--- src/rtl/wait_delay_timer.sv ---
// rtl/wait_delay_timer.sv - randomised WAIT-state countdown with false-start flags
module wait_delay_timer #(
  parameter int         CLK_PER_MS   = 50000,
  parameter int         MIN_DELAY_MS = 1000,
  parameter int         MAX_DELAY_MS = 5000,
  parameter logic [2:0] WAIT_CODE    = 3'd1,
  parameter logic [2:0] IDLE_CODE    = 3'd0
) (
  input  logic        clk,
  input  logic        rstn,
  input  logic [2:0]  machine_state,
  input  logic [13:0] rand_num,
  input  logic        key_a,
  input  logic        key_b,
  output logic        delay_busy,
  output logic        delay_done,
  output logic [13:0] remaining_ms,
  output logic [1:0]  false_start
);

  localparam int              PW       = (CLK_PER_MS > 1) ? $clog2(CLK_PER_MS) : 1;
  localparam logic [PW-1:0]   PRE_LAST = PW'(CLK_PER_MS - 1);
  localparam logic [13:0]     MIN_MS   = 14'(MIN_DELAY_MS);
  localparam logic [13:0]     MAX_MS   = 14'(MAX_DELAY_MS);

  logic [PW-1:0] prescaler;
  logic [2:0]    prev_state;
  logic          in_wait;
  logic          entry;
  logic [13:0]   clamped;
  logic [1:0]    fs_set;
  logic          fs_clear;

  always_comb begin
    in_wait  = (machine_state == WAIT_CODE);
    entry    = in_wait && (prev_state != WAIT_CODE);
    clamped  = rand_num;
    if (rand_num < MIN_MS) begin
      clamped = MIN_MS;
    end else if (rand_num > MAX_MS) begin
      clamped = MAX_MS;
    end
    fs_set   = in_wait ? {key_a, key_b} : 2'b00;
    fs_clear = entry || (machine_state == IDLE_CODE);
  end

  always_ff @(posedge clk) begin
    if (!rstn) begin
      prescaler    <= '0;
      prev_state   <= IDLE_CODE;
      delay_busy   <= 1'b0;
      delay_done   <= 1'b0;
      remaining_ms <= 14'd0;
      false_start  <= 2'b00;
    end else begin
      prev_state  <= machine_state;
      delay_done  <= 1'b0;
      // A press on the same cycle as a clear still registers as a false start.
      false_start <= fs_set | (fs_clear ? 2'b00 : false_start);
      if (entry) begin
        remaining_ms <= clamped;
        prescaler    <= '0;
        delay_busy   <= 1'b1;
      end else if (delay_busy && in_wait) begin
        if (prescaler != PRE_LAST) begin
          prescaler <= prescaler + 1'b1;
        end else begin
          prescaler    <= '0;
          remaining_ms <= remaining_ms - 14'd1;
          if (remaining_ms == 14'd1) begin
            delay_busy <= 1'b0;
            delay_done <= 1'b1;
          end
        end
      end else if (delay_busy) begin
        // Main FSM left WAIT early: abandon the countdown silently.
        delay_busy   <= 1'b0;
        remaining_ms <= 14'd0;
        prescaler    <= '0;
      end
    end
  end

endmodule
--- config.mk ---
export PLATFORM = sky130hd
export DESIGN_NAME = wait_delay_timer
export DESIGN_NICKNAME = d
export VERILOG_FILES = /design/src/rtl/wait_delay_timer.sv
export SDC_FILE = /design/constraint.sdc
export NUM_CORES = 1
export LEC_CHECK = 0
export BUFFER_PORTS_ARGS = -buffer_cell sky130_fd_sc_hd__clkbuf_2
export CAP_MARGIN = 20
export CORE_ASPECT_RATIO = 0.75
export CORE_MARGIN = 1.5
export CORE_UTILIZATION = 30
export DETAILED_ROUTE_END_ITERATION = 6
export GPL_ROUTABILITY_DRIVEN = 0
export SYNTH_ARGS = -nofsm -noshare
export SYNTH_HDL_FRONTEND = slang
export SYNTH_SLANG_ARGS = --single-unit
--- constraint.sdc ---
create_clock -name clk -period 2.18 [get_ports clk]
set_input_delay 0.109 -clock clk [delete_from_list [all_inputs] [get_ports clk]]
set_output_delay 0.109 -clock clk [all_outputs]
set_load 0.01 [all_outputs]
* After elaboration in Yosys (flattened, before gate mapping)
Cells that the tools add are included.
** Storage, ports and cells
- Register bits :: 37
- Latch bits :: 0
- RAM bits :: 0
- Bits in read-only memories :: 0
- Input bits :: 21
- Output and inout bits :: 18
- Word-level logic and storage cells :: 45
- Memories kept :: 0
** Operators by class
- Add/subtract/negate cells :: 2
- Multiply operators :: 0
- Divide/modulo/power cells :: 0
- $lt $le $gt $ge :: 2
- Equality and inequality tests :: 6
- Shift-type cells :: 0
- Multiplexer cells :: 16
- Bitwise logic cells :: 3
- Reduce and logical (&&, ||, !) cells :: 10
** Operators with widths (count)
- $mux 14 :: 6
- $mux 16 :: 3
- $add 16x1->16 const B :: 1
- $ne 16x16->1 const B :: 1
- $eq 14x1->1 const B :: 1
- $gt 14x13->1 const B :: 1
- $lt 14x10->1 const B :: 1
- $sub 14x1->14 const B :: 1
- $mux 1 :: 5
- $mux 2 :: 2
- $reduce_and 2->1 :: 2
- $reduce_or 4->1 :: 1
- $eq 3x1->1 const B :: 1
- $logic_not 3->1 :: 1
- $ne 3x1->1 const B :: 1
- $ne 3x2->1 const B :: 1
- $ne 3x3->1 const B :: 1
- $reduce_bool 3->1 :: 1
- $logic_and 1x1->1 :: 2
- $not 1->1 :: 2
- $or 2x2->2 :: 1
- $reduce_bool 2->1 :: 1
- $reduce_or 2->1 :: 1
- $logic_or 1x1->1 :: 1

* Longest topological paths before layout
- Depth after elaboration :: 5
- Mapped depth :: 7
- Gate-level depth less buffers :: 7

* Worst setup path after synthesis
No wires, ideal clock.
- Path kind :: register -> register
- From :: reg remaining_ms[0]
- To :: reg remaining_ms[8]
- Data arrival time :: 1.733 ns
- Required time :: 2.053 ns
- Slack :: 0.320 ns
- Stages on the path, launching flop included :: 8
- Path buffers :: 0
- Period minus slack after synthesis :: 1.860 ns
- Path through :: dfxtp_1 > inv_1 > ha_1 > nor3b_1 > nand2_1 > a22o_1 > a222oi_1 > nor2_1
** On the way
- Word-level cells in the longest chain between the ends :: 4
** RTL lines
- start: declaration :: RTL line 17 : output logic [13:0] remaining_ms,
- start signal: assignment :: RTL line 61 : remaining_ms <= clamped;
- start signal: assignment :: RTL line 69 : remaining_ms <= remaining_ms - 14'd1;
- $sub 14x1->14 :: RTL line 69
- $mux 14 :: RTL line 65 : if (prescaler != PRE_LAST) begin
- $mux 14 :: RTL line 64 : end else if (delay_busy && in_wait) begin
- $mux 14 :: RTL line 60 : if (entry) begin
No other way between the ends. The select of a mux whose other input is x is not followed.
A chain may end at the register's enable or synchronous reset.

* Worst setup path in the final report
- From :: reg remaining_ms[4]
- To :: reg remaining_ms[11]
Same word-level chain as after synthesis.

==> impl_metrics.py <==
metrics = {
    "yosys": {
        "synth_most_common_cell": "dfxtp_1",
        "synth_top_area_share": 0.3333,
        "syn-num-nets": 294,
        "yosysTopAreaCell": "dfxtp_1",
        "ys_async_sr_fraction": 0,
        "syn_avg_cell_area_sq_um": 8.230,
        "synth_seq_cells": 37,
        "syn_inst": 270,
        "synthTopCellsByArea": "dfxtp_1 (33%), nor2_1 (4.9%), a21oi_1 (4.3%)",
        "synth_ff_type": "dfxtp_1",
        "synth_edf_count": 0,
        "synthDistinctLibCells": 64,
        "ys_seq_area_frac": 0.3333,
        "synthTopCellsByCount": "dfxtp_1 (37), nor2_1 (29), a21oi_1 (19)",
        "yosysWarnings": 0,
        "synth_area_sq_mm": 0.002222,
    },
    "sta": {
        "fin_tns_setup_ps": 0,
        "period_share": 0.9359,
        "max_slew.worst_pin.slew_ps": 601.4,
        "timing.hold.ws_ps": 109.0,
        "fin_crit_ps": 2040,
        "max_slew_margin": 0.5957,
        "report.final.setup_viol": 0,
        "fin_skew_ps": 12.45,
        "fmax_ghz": 0.4901,
        "rsz0062_at_grt": "no",
        "hold_violations": 0,
        "maxSlewViolCount": 0,
    },
    "run_status": {
        "outcome": "completed",
    },
    "floorplanning": {
        "die_area_sq_mm": 0.007938,
        "rows": 26,
        "ios": 39,
        "fp.dieH_um": 77.54,
        "core_sq_mm": 0.006994,
        "die_w_um": 102.4,
        "initial_core_util": 0.3177,
    },
    "power_and_ir_drop": {
        "total_power_w": 0.001465,
        "peakVddDrop_v": 0.0003085,
        "power.density_mw_per_mm2": 544.9,
        "power.leakage_nw": 0.9985,
    },
    "route": {
        "dr_wl_met2_um": 2565,
        "drc": 0,
        "first_iter_violations": 266,
        "ant_nets": 0,
        "drt_first_pass_iters": 4,
        "wl_met1_um": 3392,
        "via_per_inst": 5.444,
        "wl_per_cell_um": 15.73,
        "num_vias": 2270,
        "drt_wl_total_um": 6559,
        "highest_layer": "met4",
        "wl_met3_um": 561,
    },
    "final_layout": {
        "fillers": 724,
        "layout-drive-gt1-share": 0.2288,
        "n_antenna_cell": 0,
        "area_growth_pct": 20.95,
        "nets": 343,
        "seq_area_sq_um": 740.7,
        "final_util": 0.3843,
        "multi_input_area_sq_mm": 0.001405,
    },
    "global_route": {
        "grt_pass1_vias": 2089,
        "overflow": 0,
        "antenna_found_initial": 0,
        "track_usage": 0.1731,
        "grt_pass1_wl_um": 10880,
        "grt_max_degree": 13,
    },
    "worst_hold_path": {
        "holdCritStartpoint": "machine_state[0]",
        "hold_path.class": "in -> reg",
    },
    "setup_path": {
        "cp.required_ps": 2360,
        "crit_type": "reg -> reg",
        "cp-end-kind": "flop",
        "cp_max_fo": 7,
        "r2r_start": "remaining_ms[4]",
        "worstPathArrival_ps": 2220,
        "cp-start-kind": "flop",
        "cpPeakStageDelay_ps": 600,
        "startpoint": "remaining_ms[4]",
        "crit_slowest_cell": "nor4_2",
        "crit_chain": "nor4_2 > nand2_2 > o41ai_1 > a21oi_1 > or3_1",
    },
    "clock_network": {
        "tritoncts": "yes",
        "cts-root-buf": "clkbuf_8",
        "clk_path_buf_depth": 2,
        "hold_buffers": 0,
        "numCtsBuffers": 5,
        "cts_sinks": 37,
        "cts-resized-gates": 0,
        "clock_latency_ps": 290,
        "cts-htree-levels": 2,
        "path_clk_slew_ps": 80,
        "cts_setup_buffers": 0,
    },
    "placed_design": {
        "portBuffers": 38,
        "dp_hpwl_um": 5049,
    },
    "flow_run": {
        "cap_violations": 0,
    },
}
cell type report:
| type | instances | share of cell area |
|---|---|---|
| Multi-Input combinational cell | 214 | 0.5228 |
| Sequential cell | 37 | 0.2756 |
| Timing Repair Buffer | 52 | 0.1099 |
| Tap cell | 98 | 0.04562 |
| Clock buffer | 6 | 0.03073 |
| Inverter | 9 | 0.01257 |
| Clock inverter | 1 | 0.002793 |
path summary, 6_finish.rpt:
check	to	slack (ps)	depth (start not counted)
max	remaining_ms[11]	140	5
min	false_start[0]	110	3
max reg2reg	remaining_ms[11]	140	5
min reg2reg	prescaler[14]	500	1
power by group:
part / leakage (nW) / total (W) / switching [W] / internal (W)
registers: 0.300 / 0.000709 / 0.0000188 / 0.000690
clock network: 0.0433 / 0.000494 / 0.000244 / 0.000250
logic: 0.655 / 0.000261 / 0.000153 / 0.000108
total: 0.999 / 0.00146 / 0.000416 / 0.00105
cells by family after synthesis:
kind of cell    count (synthesis)  synth area share
mux                             2          0.009572
buf+inv                        19           0.03435
xor+xnor                       10           0.03941
simple gates                  123            0.3300
compound gates                 76            0.2365
fa+ha+maj                       3           0.01689
flops                          37            0.3333
per-layer routing:
layer,track usage,up-vias
li1,-,1130
met1,0.2806,1045
met2,0.2212,91
met3,0.03874,4
met4,0.04384,0
met5,0,-
cell usage in the layout, fill, tap and decap left out, types with 8 or more instances in the layout:
| cell type | count |
|---|---|
| a21oi_1 | 19 |
| and2_1 | 8 |
| buf_4 | 14 |
| clkbuf_2 | 38 |
| dfxtp_1 | 37 |
| inv_1 | 9 |
| nand2_1 | 18 |
| nand3_1 | 12 |
| nand4_1 | 9 |
| nor2_1 | 29 |
| nor3_1 | 8 |
| o21ai_0 | 17 |
registers in the layout (all words and copies together) (netlist names):
register / cells
delay_busy: 1
false_start: 2
remaining_ms: 14
prescaler: 16
delay_done: 1
prev_state: 3
critical path, delay by kind of cell, from the launching register on:
kind / cells / cell delay [ps]
AOI/OAI and AO/OA: 2 / 380
DFF: 1 / 370
and+or+nand+nor: 3 / 1190
per-stage QoR:
step	instances	cell area, sq um	worst slack [ps]
floorplan	270	2222	319.6
finish	417	2688	139.8
global placement	410	2597	200.3
global route	417	2688	5.517
detailed placement	410	2597	169.6
CTS	417	2688	179.0
Power figures use the tool's default switching activity.
